[src/rtl/field_pkg.sv]
// Shared field-bus definitions: FSM state encoding, line levels and a width helper.
// Used by both the serialiser and the matching deserialiser.
package field_pkg;

  typedef enum logic [2:0] {
    ST_IDLE   = 3'd0,
    ST_START  = 3'd1,
    ST_DATA   = 3'd2,
    ST_PARITY = 3'd3,
    ST_STOP   = 3'd4
  } state_t;

  localparam logic START_LEVEL = 1'b0;
  localparam logic STOP_LEVEL  = 1'b1;
  localparam logic IDLE_LEVEL  = 1'b1;

  // Bits needed to hold values 0..n-1, never less than one.
  function automatic int cnt_width(input int n);
    return (n < 2) ? 1 : $clog2(n);
  endfunction

endpackage

[src/rtl/field_bit_timer.sv]
// Per-bit down-counter: load restarts a bit period, tick marks its last cycle.
module field_bit_timer
  import field_pkg::*;
#(
  parameter int BIT_CYCLES = 1
) (
  input  logic clock,
  input  logic reset_n,
  input  logic load,
  output logic tick
);

  localparam int TW = cnt_width(BIT_CYCLES);
  localparam logic [TW-1:0] LOAD_VAL = TW'(BIT_CYCLES - 1);

  logic [TW-1:0] cnt_reg;
  logic [TW-1:0] cnt_next;

  always_comb begin
    cnt_next = cnt_reg;
    if (load) begin
      cnt_next = LOAD_VAL;
    end else if (cnt_reg != '0) begin
      cnt_next = cnt_reg - TW'(1);
    end
  end

  always_ff @(posedge clock) begin
    if (!reset_n) begin
      cnt_reg <= '0;
    end else begin
      cnt_reg <= cnt_next;
    end
  end

  assign tick = (cnt_reg == '0);

endmodule

[src/rtl/field_serial_tx.sv]
// Field-bus transmitter: start bit, BSIZE data bits LSB-first, optional even parity, stop bit.
// Define FIELD_SERIAL_TX_PARITY_EN to insert the parity bit between data and stop.
module field_serial_tx
  import field_pkg::*;
#(
  parameter int BSIZE      = 3,
  parameter int BIT_CYCLES = 1
) (
  input  logic             clock,
  input  logic             reset_n,
  input  logic [BSIZE-1:0] in_data,
  input  logic             in_valid,
  output logic             in_ready,
  output logic             tx_out,
  output logic             busy,
  output logic             frame_done
);

  localparam int BCW = $clog2(BSIZE + 1);
  localparam logic [BCW-1:0] LAST_BIT = BCW'(BSIZE - 1);

  state_t           state_reg;
  state_t           state_next;
  logic [BSIZE-1:0] shreg_reg;
  logic [BSIZE-1:0] shreg_next;
  logic [BSIZE-1:0] shreg_shifted;
  logic [BCW-1:0]   bit_cnt_reg;
  logic [BCW-1:0]   bit_cnt_next;
  logic             tx_reg;
  logic             tx_next;
  logic             accept;
  logic             tick;
  logic             timer_load;
  logic             parity_bit;

  assign in_ready   = (state_reg == ST_IDLE) && reset_n;
  assign accept     = in_valid && in_ready;
  assign busy       = (state_reg != ST_IDLE);
  assign frame_done = (state_reg == ST_STOP) && tick;
  assign tx_out     = tx_reg;
  // Every bit period restarts on accept and on each tick while a frame runs.
  assign timer_load = accept || (busy && tick);

  field_bit_timer #(
    .BIT_CYCLES(BIT_CYCLES)
  ) u_bit_timer (
    .clock  (clock),
    .reset_n(reset_n),
    .load   (timer_load),
    .tick   (tick)
  );

  generate
    for (genvar gi = 0; gi < BSIZE; gi++) begin : g_shift
      if (gi == BSIZE - 1) begin : g_top
        assign shreg_shifted[gi] = 1'b0;
      end else begin : g_mid
        assign shreg_shifted[gi] = shreg_reg[gi+1];
      end
    end
  endgenerate

`ifdef FIELD_SERIAL_TX_PARITY_EN
  localparam state_t AFTER_DATA = ST_PARITY;
  logic parity_reg;

  // The shift register is consumed bit by bit, so parity is captured at accept.
  always_ff @(posedge clock) begin
    if (!reset_n) begin
      parity_reg <= 1'b0;
    end else if (accept) begin
      parity_reg <= ^in_data;
    end
  end
  assign parity_bit = parity_reg;
`else
  localparam state_t AFTER_DATA = ST_STOP;
  assign parity_bit = STOP_LEVEL;
`endif

  always_comb begin
    state_next   = state_reg;
    shreg_next   = shreg_reg;
    bit_cnt_next = bit_cnt_reg;
    tx_next      = IDLE_LEVEL;
    case (state_reg)
      ST_IDLE: begin
        if (accept) begin
          state_next = ST_START;
          shreg_next = in_data;
        end
      end
      ST_START: begin
        if (tick) state_next = ST_DATA;
      end
      ST_DATA: begin
        if (tick) begin
          if (bit_cnt_reg == LAST_BIT) begin
            bit_cnt_next = '0;
            state_next   = AFTER_DATA;
          end else begin
            bit_cnt_next = bit_cnt_reg + BCW'(1);
            shreg_next   = shreg_shifted;
          end
        end
      end
      ST_PARITY: begin
        if (tick) state_next = ST_STOP;
      end
      ST_STOP: begin
        if (tick) state_next = ST_IDLE;
      end
      default: state_next = ST_IDLE;
    endcase

    // The line register carries the level of the state being entered.
    case (state_next)
      ST_START:  tx_next = START_LEVEL;
      ST_DATA:   tx_next = shreg_next[0];
      ST_PARITY: tx_next = parity_bit;
      ST_STOP:   tx_next = STOP_LEVEL;
      default:   tx_next = IDLE_LEVEL;
    endcase
  end

  always_ff @(posedge clock) begin
    if (!reset_n) begin
      state_reg   <= ST_IDLE;
      shreg_reg   <= '0;
      bit_cnt_reg <= '0;
      tx_reg      <= IDLE_LEVEL;
    end else begin
      state_reg   <= state_next;
      shreg_reg   <= shreg_next;
      bit_cnt_reg <= bit_cnt_next;
      tx_reg      <= tx_next;
    end
  end

endmodule

[config.mk]
export PLATFORM = sky130hd
export DESIGN_NAME = field_serial_tx
export DESIGN_NICKNAME = d
export VERILOG_FILES = /design/src/rtl/field_pkg.sv /design/src/rtl/field_bit_timer.sv /design/src/rtl/field_serial_tx.sv
export SDC_FILE = /design/constraint.sdc
export NUM_CORES = 1
export LEC_CHECK = 0
export CAP_MARGIN = 20
export CORE_AREA = 5 5 42 44
export DETAILED_ROUTE_END_ITERATION = 6
export DIE_AREA = 0 0 47 49
export GPL_TIMING_DRIVEN = 1
export PLACE_DENSITY = 0.66
export RECOVER_POWER = 100
export SLEW_MARGIN = 20
export SYNTH_ARGS = -nofsm -noshare
export SYNTH_HDL_FRONTEND = slang
export SYNTH_HIERARCHICAL = 1
export SYNTH_SLANG_ARGS = --single-unit
[constraint.sdc]
create_clock -name clock -period 1.8 [get_ports clock]
set_clock_uncertainty 0.2 [all_clocks]
set_input_delay 0.36 -clock clock [delete_from_list [all_inputs] [get_ports clock]]
set_output_delay 0.36 -clock clock [all_outputs]
set_load 0.005 [all_outputs]
==> impl_results.md, run 1 <==
- Post-route ant nets: 0
- Tcrit/Tclk final: between 90% and 100%
- Worst EP arrival: 1.21 ns
- Post-CTS Setup Inserts: 0
- Ports: 10
- TritonCTS clock tree: built
- Clock group share of total power: 38.1%
- Die X-Extent: 47 um
- Crit path max fanout: 2
- Per-cell routed wire length: 11.2 um
- Comb pwr share: 18.3%
- Dpl ws: -0.317 ns
- Synth Cell Area: 478 um2
- DPL Wire Length: 856 um
- RD Place Congestion: around 0.75
- Peak supply drop: 0.000434 V
- Final setup violation count: 0
- Cell count after synthesis: 57
- Sequential power share: 43.6%
- Startpoint Class: register
- Syn_nets: 63
- Largest net degree at the start of global routing: 8
- Final net count: 88
- Max-cap violations: 0
- Crit-path most repeated cell: buf_6
- First-pass GRT wire length: approximately 1900 um
- GRT Resource Usage Total: about an eighth
- Vias: 471
- Final Hold Vio Count: 0
- DIE AREA: 0.00230 mm2
- DRT Pass-1 Iters: 4
- Setup TNS Final: 0 ns
- Vias in the first global route: about 460
- CTS Buffer Depth: 2
- Switching Fraction: between 20% and 30%
- Initial core utilization: 34.1%
- Cell Count, Final, Fillers Out: 97
- Slowest cell on crit path: or3_4
- Crit-path max cell delay: 0.39 ns
- Commonest non-fill, non-tap cells in the layout: buf_4 (10), nor2_1 (8), dfxtp_1 (8)
- Final WL: 1090 um
- Core Region: 0.00140 mm2
- Worst hold slack: 0.312 ns
- Maximum operating frequency: 565 MHz
- Hold crit path type: register to register
- Switching power: approximately 0.13 mW
- Slew Viols, Final: 0
- Shortest period the worst path allows: 1.77 ns
- Area delta synth->final: 49.2%
- Layout cells sized above 1: roughly a third
- CP Class: register to output pin
- Status: complete, no violations
- Via/cell ratio: 4.86
- Crit end category: output pin
- Initial detailed-routing violation count: 11
- Worst Path Required: 1.24 ns
- CP cell instances: or3_4, buf_6, buf_6
- Hold buffers post-CTS: 0
- CTS buffer count: 3
- Htree depth: 1
- Setup slack after layout: 0.0300 ns
- Pleak: 0.327 nW
- Ant diodes: 0
- Final core occ: 50.9%
- Root buf cell: clkbuf_4
- Row Count: 14
- Avg Cell Area, Syn: 8.39 um2
- Placed cell count: 93
- RSZ-0062 raised after global routing: true
- Port Buffers: 9
- Internal power: around 0.41 mW
- Syn. warnings: 6
- Pwr Total: 0.538 mW
- Clock sink count: 10
- Height of the die: 49 um
- Gr ovfl total: 0
- Final std cell area, no fill: between 700 and 800 um2
- Pwr/cell area: roughly 750 mW/mm2
- Most common cell after layout, fill and taps aside: buf_4
- Clk pin slew, worst setup/hold paths: 0.07 ns
- # DRC: 0
- Initial antenna violation count: 0
- Post-Place Cell Area: 671 um2
- Clk Latency, worst-skew pair: 0.27 ns
what timing repair did:
item                                    in CTS  in global routing
endpoints found under the hold margin        0                  0
endpoints found under the setup margin       5                  6
pin swaps                                    2                  4
gates resized for setup                      9                  9
metal layers:
layer	up-vias	track usage, %	share of wire [%]
met5	-	0	0
li1	249	-	-
met1	212	15.9	46
met3	2	2.21	3.9
met2	8	15.6	49
met4	0	8.29	1.3
path summary, 6_finish.rpt:
check / startpoint / end / slack (ns) / cells after the start
hold / removal: bit_cnt_reg[0] / bit_cnt_reg[0] / 0.31 / 2
hold reg to reg: bit_cnt_reg[0] / bit_cnt_reg[0] / 0.31 / 2
setup reg to reg: state_reg[2] / tx_out / 0.10 / 7
setup / recovery: state_reg[2] / busy / 0.03 / 3
critical path: cells and delay by family, from the launching register on:
kind | cells | cell delay [ns]
buffers and inverters | 2 | 0.23
AND/OR/NAND/NOR | 1 | 0.39
flip-flops | 1 | 0.33
power groups by stage:
stage | Combinational [mW] | Clock [mW] | Sequential, mW
3_5_place_dp | 0.0982 | 0 | 0.240
4_1_cts | 0.0979 | 0.211 | 0.235
6_report | 0.0985 | 0.205 | 0.235
5_1_grt | 0.108 | 0.223 | 0.236
2_1_floorplan | 0.0416 | 0 | 0.242
3_3_place_gp | 0.0972 | 0 | 0.240
area by class of cell:
cell class | count | area, um2
tap | 16 | 20.0
multi-input combinational | 44 | 274
fill | 146 | 688
sequential | 10 | 203
clock buffer | 4 | 36.3
inverter | 3 | 11.3
timing repair buffer | 20 | 169
Power figures use the tool's default switching activity.
==> run 2, diff against run 1 <==
==> constraint.sdc (replaced) <==
create_clock -name clock -period 1.8 [get_ports clock]
set_clock_uncertainty 0.2 [all_clocks]
set_input_delay 0.45 -clock clock [delete_from_list [all_inputs] [get_ports clock]]
set_output_delay 0.45 -clock clock [all_outputs]
set_load 0.005 [all_outputs]
==> impl_results.md, run 2 (synthesized netlist as in run 1, its figures left out) <==
- Failing checks: setup timing
- Pleak: ~0.33 nW
- Hold crit path type: register to register
- Met2 Track Usage GR: approximately 16%
- Final net count: 88
- Slew Viols, Final: 0
- Peak supply drop: 0.000423 V
- Layout cells sized above 1: 33.3%
- Crit end category: output pin
- GR peak layer: met1
- DRT Pass-1 Iters: 4
- Crit-path max cell delay: 0.38 ns
- Via/cell ratio: 4.80
- CP Class: register to output pin
- R2r setup slk: 0.12 ns
- Most common cell after layout, fill and taps aside: nor2_1
- Status: complete, but fails checks
- Htree depth: 1
- Pwr/cell area: 755 mW/mm2
- M1 GR Usage: 15.7%
- Ant diodes: 0
- Clock sink count: 10
- Clk pin slew, worst setup/hold paths: 0.07 ns
- RSZ-0062 raised after global routing: true
- Per-cell routed wire length: 11.1 um
- Initial detailed-routing violation count: 11
- Final Hold Vio Count: 0
- Dpl ws: -0.453 ns
- CTS buffer count: 3
- Gr ovfl total: 0
- CTS Buffer Depth: 2
- Post-CTS Setup Inserts: 0
- CP top delay family: simple AND/OR/NAND/NOR gates
- GRT Resource Usage Total: between 10% and 20%
- CP cell instances: or3_4, buf_6, buf_6
- Crit-path most repeated cell: buf_6
- Worst Path Required: 1.15 ns
- Ports: 10
- Met3 GRT Util: 2.21%
- Worst hold slack: 0.301 ns
- Height of the die: approximately 50 um
- Final WL: about 1100 um
- Row Count: 14
- Largest net degree at the start of global routing: 8
- Startpoint Class: register
- Clk Latency, worst-skew pair: 0.27 ns
- Port Buffers: 9
- Maximum operating frequency: 540 MHz
- Vias: 466
- DPL Wire Length: ~850 um
- Initial core utilization: between 30% and 40%
- First-pass GRT wire length: 1930 um
- Post-route ant nets: 0
- Shortest period the worst path allows: 1.85 ns
- Vias in the first global route: roughly 460
- WP buf/inv: 2
- TritonCTS clock tree: built
- Pwr Total: approximately 0.54 mW
- Final core occ: 50.9%
- Tcrit/Tclk final: 103%
- Max-cap violations: 0
- Core Region: 0.00140 mm2
- Setup TNS Final: -0.0737 ns
- Worst EP arrival: between 1 and 1.5 ns
- Final setup violation count: 2
- # DRC: 0
- Crit path max fanout: 2
- Root buf cell: clkbuf_4
- Initial antenna violation count: 0
- Commonest non-fill, non-tap cells in the layout: nor2_1 (9), dfxtp_1 (8), buf_4 (7)
- DIE AREA: 0.00230 mm2
- Setup slack after layout: -0.0513 ns
- RD Place Congestion: 0.768
- Die X-Extent: 47 um
- Slowest cell on crit path: or3_4
- Area delta synth->final: 49.2%
run 2: path summary, 6_finish.rpt:
path                                      from             end  cells past startpoint
worst max register to register    state_reg[0]          tx_out                      7
worst min register to register  bit_cnt_reg[1]  bit_cnt_reg[1]                      2
worst min-delay path            bit_cnt_reg[1]  bit_cnt_reg[1]                      2
worst max-delay path              state_reg[0]            busy                      3
run 2: through the flow:
step | std cells | cell area [um2]
2_1_floorplan | 57 | 478
3_3_place_gp | 93 | 671
6_report | 97 | 713
5_1_grt | 97 | 713
4_1_cts | 97 | 703
3_5_place_dp | 93 | 671
run 2: repair_timing:
item,in CTS,in global routing
endpoints found under the hold margin,0,0
hold buffers,0,0
pin swaps,3,7
gates resized for setup,17,7
setup endpoints to repair,6,6
run 2: cell type report:
class	count	area, um2
clock buffers	4	36.3
fillers	149	688
inverters	3	11.3
multi-input cells	44	274
flip-flops and latches	10	203
well taps	16	20.0
repair buffers	20	169
run 2: metal layers:
metal  vias up  wire [um]
met4         0         27
met2         7        486
met3         4         32
met5         -          0
li1        249          -
met1       206        525
run 2: tightest hold or removal path: cells and delay by family, from the launching register on:
kind | cells | cell delay [ns]
flip-flops | 1 | 0.33
AO/OA/AOI/OAI | 2 | 0.13
run 2: where the power goes:
part | internal (mW) | switching, mW | leakage, nW
clock | 0.123 | 0.0814 | 0.0210
sequential | 0.231 | 0.00420 | 0.0826
combinational | 0.0554 | 0.0432 | 0.227
total | 0.409 | 0.129 | 0.331
==> run 3, diff against run 2 <==
Settings changed: CTS_CLUSTER_SIZE set to 10.
==> results of run 3 <==
Final layout, timing and power as in run 2 (identical DEF).
